### config.mk
export PLATFORM = sky130hd
export DESIGN_NAME = fpadd_iter_flat
export DESIGN_NICKNAME = d
export VERILOG_FILES = /design/src/rtl/fpadd_iter_if.sv /design/src/rtl/fpadd_iter.sv /design/src/flat_wrapper.sv
export SDC_FILE = /design/constraint.sdc
export NUM_CORES = 1
export LEC_CHECK = 0
export ABC_AREA = 0
export CORE_MARGIN = 10
export CORE_UTILIZATION = 58
export DETAILED_ROUTE_END_ITERATION = 8
export GPL_TIMING_DRIVEN = 0
export PLACE_DENSITY = 0.79
export SLEW_MARGIN = 10
export SYNTH_ARGS = -nofsm -noshare
export SYNTH_HDL_FRONTEND = slang
export SYNTH_SLANG_ARGS = --single-unit
### constraint.sdc
create_clock -name clk -period 5.6 [get_ports clk]
set_clock_uncertainty 0.1 [all_clocks]
set_input_delay 0.56 -clock clk [delete_from_list [all_inputs] [get_ports clk]]
set_output_delay 0.56 -clock clk [all_outputs]
set_load 0.01 [all_outputs]
### src/rtl/fpadd_iter_if.sv
// fpadd_iter_if: request/result handshake bundle for the iterative FP adder.
// master = requester/consumer side, slave = the adder.
interface fpadd_iter_if #(
  parameter int EXP_W = 8,
  parameter int MAN_W = 23
);
  localparam int W = 1 + EXP_W + MAN_W;

  logic         start_valid;
  logic         start_ready;
  logic [W-1:0] op1;
  logic [W-1:0] op2;
  logic [2:0]   rm;
  logic         sub;
  logic         res_valid;
  logic         res_ready;
  logic [W-1:0] result;
  logic [4:0]   flags;
  logic         busy;

  modport master (
    output start_valid, op1, op2, rm, sub, res_ready,
    input  start_ready, res_valid, result, flags, busy
  );

  modport slave (
    input  start_valid, op1, op2, rm, sub, res_ready,
    output start_ready, res_valid, result, flags, busy
  );
endinterface

### src/rtl/fpadd_iter.sv
// fpadd_iter: multi-cycle IEEE-754 add/subtract with bit-serial align/normalise.
// Flags are {NV, DZ, OF, UF, NX}; DZ is always 0.
// Define FPADD_ITER_DENORM_EN for subnormal support; default flushes to zero.
module fpadd_iter #(
  parameter int EXP_W = 8,
  parameter int MAN_W = 23
) (
  input  logic clk,
  input  logic reset,
  fpadd_iter_if.slave bus
);
  localparam int W  = 1 + EXP_W + MAN_W;
  localparam int SW = MAN_W + 4;   // hidden bit + fraction + guard/round/sticky
  localparam int EW = EXP_W + 1;   // headroom for carry and round-up
  localparam logic [EW-1:0] EMIN  = EW'(1);
  localparam logic [EW-1:0] EMIN1 = EW'(2);
  localparam logic [EW-1:0] EMAX  = EW'((1 << EXP_W) - 1);
  localparam logic [EW-1:0] SHMAX = EW'(MAN_W + 3);
  localparam logic [1:0] RM_RNE = 2'd0, RM_RZ = 2'd1, RM_RUP = 2'd2, RM_RDN = 2'd3;
  localparam logic [W-1:0] QNAN = {1'b0, {EXP_W{1'b1}}, 1'b1, {(MAN_W-1){1'b0}}};

  typedef enum logic [2:0] {IDLE, UNPACK, ALIGN, ADD, NORM, ROUND, DONE} state_t;
  state_t state, state_n;

  logic [W-1:0]  op_a, op_b, result_q;
  logic [4:0]    flags_q;
  logic [1:0]    rm_q;
  logic [SW-1:0] sa, sb;
  logic          sgn_a, sgn_b;
  logic [EW-1:0] e, cnt;

  // Operand classification on the registered operands
  logic s1, s2;
  logic [EXP_W-1:0] x1, x2;
  logic [MAN_W-1:0] f1, f2;
  logic nan1, nan2, snan1, snan2, inf1, inf2, zero1, zero2;
  assign {s1, x1, f1} = op_a;
  assign {s2, x2, f2} = op_b;
  assign nan1  = (&x1) & (|f1);
  assign nan2  = (&x2) & (|f2);
  assign snan1 = nan1 & ~f1[MAN_W-1];
  assign snan2 = nan2 & ~f2[MAN_W-1];
  assign inf1  = (&x1) & ~(|f1);
  assign inf2  = (&x2) & ~(|f2);
`ifdef FPADD_ITER_DENORM_EN
  assign zero1 = ~(|x1) & ~(|f1);
  assign zero2 = ~(|x2) & ~(|f2);
`else
  assign zero1 = ~(|x1);
  assign zero2 = ~(|x2);
`endif

  // Subnormals sit at the minimum exponent with a zero hidden bit
  logic [EW-1:0] e1, e2, d;
  logic [SW-1:0] m1, m2;
  logic          swap;
  assign e1   = (|x1) ? {1'b0, x1} : EMIN;
  assign e2   = (|x2) ? {1'b0, x2} : EMIN;
  assign m1   = {|x1, f1, 3'b000};
  assign m2   = {|x2, f2, 3'b000};
  assign swap = e2 > e1;
  assign d    = swap ? e2 - e1 : e1 - e2;

  // Special-operand results resolved in UNPACK
  logic         spec_hit;
  logic [W-1:0] spec_res;
  logic [4:0]   spec_fl;
  always_comb begin
    spec_hit = 1'b1;
    spec_res = '0;
    spec_fl  = '0;
    if (snan1 | snan2 | (inf1 & inf2 & (s1 != s2))) begin
      spec_res = QNAN;
      spec_fl  = 5'b10000;
    end else if (nan1 | nan2) spec_res = QNAN;
    else if (inf1) spec_res = op_a;
    else if (inf2) spec_res = op_b;
    else if (zero1 & zero2)
      spec_res = {(s1 == s2) ? s1 : (rm_q == RM_RDN), {(W-1){1'b0}}};
    else if (zero1) spec_res = op_b;
    else if (zero2) spec_res = op_a;
    else spec_hit = 1'b0;
  end

  // Signed-magnitude add; sa/sb hold the larger-exponent operand first
  logic          eff_sub, a_ge, sum_sign;
  logic [SW:0]   sum;
  assign eff_sub  = sgn_a ^ sgn_b;
  assign a_ge     = sa >= sb;
  assign sum      = !eff_sub ? {1'b0, sa} + {1'b0, sb}
                  : (a_ge ? {1'b0, sa} - {1'b0, sb} : {1'b0, sb} - {1'b0, sa});
  assign sum_sign = (eff_sub & ~a_ge) ? sgn_b : sgn_a;

  // Rounding increment from guard/round/sticky
  logic inexact, inc, tiny;
  logic [MAN_W+1:0] m_inc;
  logic [EW-1:0]    e_r;
  assign inexact = |sa[2:0];
  assign tiny    = ~sa[SW-1];
  always_comb begin
    case (rm_q)
      RM_RNE:  inc = sa[2] & (sa[1] | sa[0] | sa[3]);
      RM_RZ:   inc = 1'b0;
      RM_RUP:  inc = ~sgn_a & inexact;
      default: inc = sgn_a & inexact;
    endcase
  end
  assign m_inc = {1'b0, sa[SW-1:3]} + (MAN_W+2)'(inc);
  assign e_r   = e + EW'(m_inc[MAN_W+1]);

  // Final packing: exact zero, overflow, tiny, or normal/subnormal result
  logic [W-1:0] rnd_res, inf_r, max_r;
  logic [4:0]   rnd_fl;
  assign inf_r = {sgn_a, {EXP_W{1'b1}}, {MAN_W{1'b0}}};
  assign max_r = {sgn_a, {(EXP_W-1){1'b1}}, 1'b0, {MAN_W{1'b1}}};
  always_comb begin
    rnd_res = {sgn_a, (m_inc[MAN_W+1] | m_inc[MAN_W]) ? e_r[EXP_W-1:0] : {EXP_W{1'b0}},
               m_inc[MAN_W-1:0]};
    rnd_fl  = {3'b000, tiny & inexact, inexact};
    if (~(|sa)) begin
      rnd_res = {rm_q == RM_RDN, {(W-1){1'b0}}};
      rnd_fl  = '0;
    end else if (e_r >= EMAX) begin
      rnd_fl = 5'b00101;
      case (rm_q)
        RM_RZ:   rnd_res = max_r;
        RM_RUP:  rnd_res = sgn_a ? max_r : inf_r;
        RM_RDN:  rnd_res = sgn_a ? inf_r : max_r;
        default: rnd_res = inf_r;
      endcase
    end
`ifndef FPADD_ITER_DENORM_EN
    else if (tiny) begin
      rnd_res = {sgn_a, {(W-1){1'b0}}};
      rnd_fl  = 5'b00011;
    end
`endif
  end

  // State register
  always_ff @(posedge clk or negedge reset) begin
    if (!reset) state <= IDLE;
    else        state <= state_n;
  end

  // Next-state logic
  always_comb begin
    state_n = state;
    case (state)
      IDLE:   if (bus.start_valid) state_n = UNPACK;
      UNPACK: state_n = spec_hit ? DONE : ((d != '0) ? ALIGN : ADD);
      ALIGN:  if (cnt > SHMAX || cnt == EW'(1)) state_n = ADD;
      ADD:    state_n = (!sum[SW] && !sum[SW-1] && (|sum) && e > EMIN) ? NORM : ROUND;
      NORM:   if (sa[SW-2] || e == EMIN1) state_n = ROUND;
      ROUND:  state_n = DONE;
      DONE:   if (bus.res_ready) state_n = IDLE;
      default: state_n = IDLE;
    endcase
  end

  // Datapath registers, one step per state
  always_ff @(posedge clk or negedge reset) begin
    if (!reset) begin
      op_a <= '0; op_b <= '0; rm_q <= '0;
      sa <= '0; sb <= '0; sgn_a <= 1'b0; sgn_b <= 1'b0;
      e <= '0; cnt <= '0; result_q <= '0; flags_q <= '0;
    end else begin
      case (state)
        IDLE: if (bus.start_valid) begin
          op_a <= bus.op1;
          op_b <= {bus.op2[W-1] ^ bus.sub, bus.op2[W-2:0]};
          rm_q <= bus.rm[2] ? RM_RNE : bus.rm[1:0];
        end
        UNPACK: begin
          if (spec_hit) begin
            result_q <= spec_res;
            flags_q  <= spec_fl;
          end else begin
            sa    <= swap ? m2 : m1;
            sb    <= swap ? m1 : m2;
            sgn_a <= swap ? s2 : s1;
            sgn_b <= swap ? s1 : s2;
            e     <= swap ? e2 : e1;
            cnt   <= d;
          end
        end
        ALIGN: begin
          // Beyond the guard/round/sticky reach only the sticky survives
          if (cnt > SHMAX) sb <= {{(SW-1){1'b0}}, |sb};
          else begin
            sb  <= {1'b0, sb[SW-1:2], |sb[1:0]};
            cnt <= cnt - EW'(1);
          end
        end
        ADD: begin
          sgn_a <= sum_sign;
          if (sum[SW]) begin
            sa <= {sum[SW:2], |sum[1:0]};
            e  <= e + EW'(1);
          end else sa <= sum[SW-1:0];
        end
        NORM: begin
          sa <= {sa[SW-2:0], 1'b0};
          e  <= e - EW'(1);
        end
        ROUND: begin
          result_q <= rnd_res;
          flags_q  <= rnd_fl;
        end
        default: ;
      endcase
    end
  end

  assign bus.start_ready = (state == IDLE) & reset;
  assign bus.busy        = (state != IDLE);
  assign bus.res_valid   = (state == DONE);
  assign bus.result      = result_q;
  assign bus.flags       = flags_q;
endmodule
### src/flat_wrapper.sv
// flat-port wrapper written by rule: the top's interface ports become plain ports
module fpadd_iter_flat 
#(
  parameter int EXP_W = 8,
  parameter int MAN_W = 23
)
  (clk, reset, bus_start_valid, bus_op1, bus_op2, bus_rm, bus_sub, bus_res_ready, bus_start_ready, bus_res_valid, bus_result, bus_flags, bus_busy);
  fpadd_iter_if #(.EXP_W(EXP_W), .MAN_W(MAN_W)) bus_i ();
  input  logic clk;
  input  logic reset;
  input wire logic [$bits(bus_i.start_valid)-1:0] bus_start_valid;
  input wire logic [$bits(bus_i.op1)-1:0] bus_op1;
  input wire logic [$bits(bus_i.op2)-1:0] bus_op2;
  input wire logic [$bits(bus_i.rm)-1:0] bus_rm;
  input wire logic [$bits(bus_i.sub)-1:0] bus_sub;
  input wire logic [$bits(bus_i.res_ready)-1:0] bus_res_ready;
  output wire logic [$bits(bus_i.start_ready)-1:0] bus_start_ready;
  output wire logic [$bits(bus_i.res_valid)-1:0] bus_res_valid;
  output wire logic [$bits(bus_i.result)-1:0] bus_result;
  output wire logic [$bits(bus_i.flags)-1:0] bus_flags;
  output wire logic [$bits(bus_i.busy)-1:0] bus_busy;
  assign bus_i.start_valid = bus_start_valid;
  assign bus_i.op1 = bus_op1;
  assign bus_i.op2 = bus_op2;
  assign bus_i.rm = bus_rm;
  assign bus_i.sub = bus_sub;
  assign bus_i.res_ready = bus_res_ready;
  assign bus_start_ready = bus_i.start_ready;
  assign bus_res_valid = bus_i.res_valid;
  assign bus_result = bus_i.result;
  assign bus_flags = bus_i.flags;
  assign bus_busy = bus_i.busy;
  fpadd_iter #(.EXP_W(EXP_W), .MAN_W(MAN_W)) u_core (.clk(clk), .reset(reset), .bus(bus_i));
endmodule
==> impl_metrics.toml <==
[status]
outcome = "finished clean"

[flow_run]
drv_cap = 0

[logic_synthesis]
yosys_warnings = 0
synth.area.top_cells = "dfrtp_1, ha_1, a21oi_1, nand2_1, o21ai_0"
post-synth-top-area-cell = "dfrtp_1"
synth_cells = 2079
synth_top_area_frac = 0.2793
synth_edf_count = 0
async_reset_ff_frac = 1.000
syn_nets = 2265
netlist_area_um2 = 16040
ys_ff_latch = 179
netlist-cell-type-count = 91
synth_flop_cell = "dfrtp_1"
syn_area_per_cell_um2 = 7.715
yosysSeqAreaShare = 0.2793

[drt]
via_per_inst = 6.827
wl_met2_mm = 27.70
vias = 17720
antenna_left = 0
dr_wl_met3_mm = 8.652
wl_mm = 65.69
routed.top_layer = "met4"
routedWlPerCell_um = 25.30
drtIter0Drc = 3099
drc = 0
wl_met1_mm = 26.01
dr.pass1.iters = 7

[setup_path]
cp.required_ns = 5.83
slowest_stage = "a2111oi_1"
path_class = "reg2reg"
max_stage_delay_ns = 0.84
cp-end-kind = "register"
arrival_ns = 5.79
crit_buf_inv = 3
worstReg2RegStart = "u_core.sa[0]$_DFFE_PN0P_"
cp_top_family = "compound AO/OA/AOI/OAI gates"
path_max_fanout = 7
crit_chain = "inv_1, ha_1, inv_1, fa_1, a211oi_1, o211ai_1, a21o_1, and3_1, clkbuf_1, nor2_1, mux2_2, a2111oi_1, nand2b_1, nor4_1, nand4_1, o211ai_1"
worstSetupStartpoint = "u_core.sa[0]$_DFFE_PN0P_"
rrSetupSlack_ns = 0.04
cp-start-kind = "register"

[timing]
tightest_slew_ns = 1.228
period_needed_ns = 5.559
slew_headroom = 0.1724
rsz0062_at_grt = "no"
fin_crit_sh = 0.9926
layout_setup_ws_ns = 0.04136
max_clock_freq_ghz = 0.1799
setup_viol = 0
slew_violations = 0
hold_violations = 0

[global_routing]
grt_use_total = 0.3754
grt_overflow = 0
grt_max_degree = 76
antenna_found_initial = 0
first_global_vias = 16950
grt_pass1_wl_mm = 100.5

[clock_network]
cts_tree = "built"
clk_latency_ns = 0.46
path_clk_slew_ns = 0.09
clock-sinks = 179
clockRootBuffer = "clkbuf_16"
clock_tree.buffer_depth = 2
cts_setup_buffers = 0
htree_levels = 4
cts_buffers = 17

[floorplan]
dieArea_um2 = 34710
initial_core_util = 0.5918
io_pins = 112
core_area_um2 = 27100
die_h_um = 186.3
chipWidth_um = 186.3
row_count = 60

[cells_and_area]
final_area_um2 = 18360
syn2layout_area_growth_pct = 14.46
final_cells = 2596
nets = 2397
drive_above_1_share = 0.07644
num_antenna_cells = 0

[placed_design]
placedCellCount = 2563
dp_hpwl_mm = 51.14
placed_cell_area_um2 = 17670
portBuffers = 110
place_ws_ns = -0.4083
gp_congestion = 1.034

[worst_hold_path]
worstHoldPathType = "reg2reg"
hold_start = "u_core.bus.result[9]$_DFFE_PN0P_"
## cell families after synthesis
kind of cell | after synthesis | share of synthesized area
muxes | 81 | 0.05890
AOI/OAI and AO/OA | 714 | 0.2810
buffers and inverters | 275 | 0.06818
other | 1 | 0.0002338
DFF | 179 | 0.2793
adders and majority gates | 114 | 0.09127
and+or+nand+nor | 648 | 0.1846
xor gates and xnor gates | 67 | 0.03659
## metal layers
layer	GRT usage	vias to the layer above
met3	0.1003	253
li1	-	7733
met5	0.005908	-
met4	0.1683	0
met2	0.5464	1453
met1	0.5102	8283
## worst register-to-register path: cells and delay by family (launching register included)
kind | cells | cell delay (ns)
AO/OA/AOI/OAI | 5 | 1.95
adder cells (fa/ha/maj) | 2 | 0.68
buffers and inverters | 3 | 0.48
flip-flops | 1 | 0.47
multiplexers | 1 | 0.41
AND/OR/NAND/NOR | 5 | 1.34
## cells in the mapped netlist (13+ instances only)
library cell	count
a21oi_1	268
inv_1	126
o32a_1	13
nor3_1	35
ha_1	109
a22oi_1	18
nand3_1	42
buf_2	19
nor4_1	41
o21bai_1	15
nand2_1	280
xor2_1	14
nor2_1	136
a21o_1	18
a221oi_1	16
mux2_2	51
xnor2_1	53
nor2b_1	13
mux2i_1	16
nand4_1	25
o31ai_1	15
o22a_1	13
clkbuf_1	111
dfrtp_1	179
a211oi_1	18
o211ai_1	15
o21ai_0	166
a31oi_1	26
nand2b_1	18
a221oi_2	14
mux2_4	14
## flip-flops by register name, summed over array words and instances, names as in the netlist, 2 cells and up
register,cells
u_core.bus.flags,4
u_core.bus.result,32
u_core.cnt,9
u_core.e,9
u_core.op_a,32
u_core.op_b,32
u_core.rm_q,2
u_core.sa,27
u_core.sb,27
u_core.state,3
## cells in the final DEF (no fill, tap or decap), types with 9 or more instances in the layout
cell type        count
nand2_1            280
a21oi_1            268
dfrtp_1            179
o21ai_0            165
nor2_1             136
inv_1              125
ha_1               109
clkdlybuf4s50_1    109
clkbuf_1           106
xnor2_1             53
mux2_2              51
nand3_1             42
nor4_1              40
nor3_1              35
a31oi_1             26
nand4_1             25
buf_2               19
nand2b_1            18
a21o_1              18
a211oi_1            18
a22oi_1             18
clkbuf_16           17
a221oi_1            16
mux2i_1             16
o31ai_1             15
o21bai_1            15
o211ai_1            15
xor2_1              14
mux2_4              14
a221oi_2            14
nor2b_1             13
o22a_1              13
o32a_1              13
and3_1              12
buf_1               11
o21ai_1             11
o21a_1              10
and2_1               9
## final timing paths
| kind | endpoint | cells after the start |
|---|---|---|
| worst max register to register | u_core.state[0]$_DFFE_PN0P_ | 16 |
| worst min-delay path | u_core.bus.result[9]$_DFFE_PN0P_ | 2 |
| worst max-delay path | u_core.state[0]$_DFFE_PN0P_ | 16 |
| worst min register to register | u_core.bus.result[9]$_DFFE_PN0P_ | 2 |
| min in group asynchronous | u_core.op_a[25]$_DFFE_PN0P_ | 2 |
| max in group asynchronous | u_core.sa[5]$_DFFE_PN0P_ | 4 |
## per-stage QoR
stage | hold slack [ns] | utilization | setup TNS, ns
6_report | 0.4051 | 0.6774 | 0
2_1_floorplan | 0.1644 | - | 0
3_3_place_gp | 0.3652 | 0.6496 | -627.62
3_5_place_dp | 0.3691 | 0.6518 | -7.435
4_1_cts | 0.4014 | 0.6757 | 0
5_1_grt | 0.4197 | 0.6774 | 0
## layout make-up
cell class / count / area (um^2)
Fill cell: 2200 / 8743
Clock inverter: 15 / 198.9
Inverter: 127 / 476.7
Tap cell: 372 / 465.4
Timing Repair Buffer: 113 / 1171
Clock buffer: 17 / 425.4
Sequential cell: 179 / 4479
Buffer: 148 / 631.9
Multi-Input combinational cell: 1625 / 10510
## what timing repair did
item,CTS,global route
hold buffers,1,0
cloned,0,0
endpoints found under the hold margin,39,0
endpoints found under the setup margin,29,32
gates resized for setup,6,16
Power is left out: the tool's default activity adds up to more than one toggle a clock period on the data nets, which glitch-free logic cannot reach.
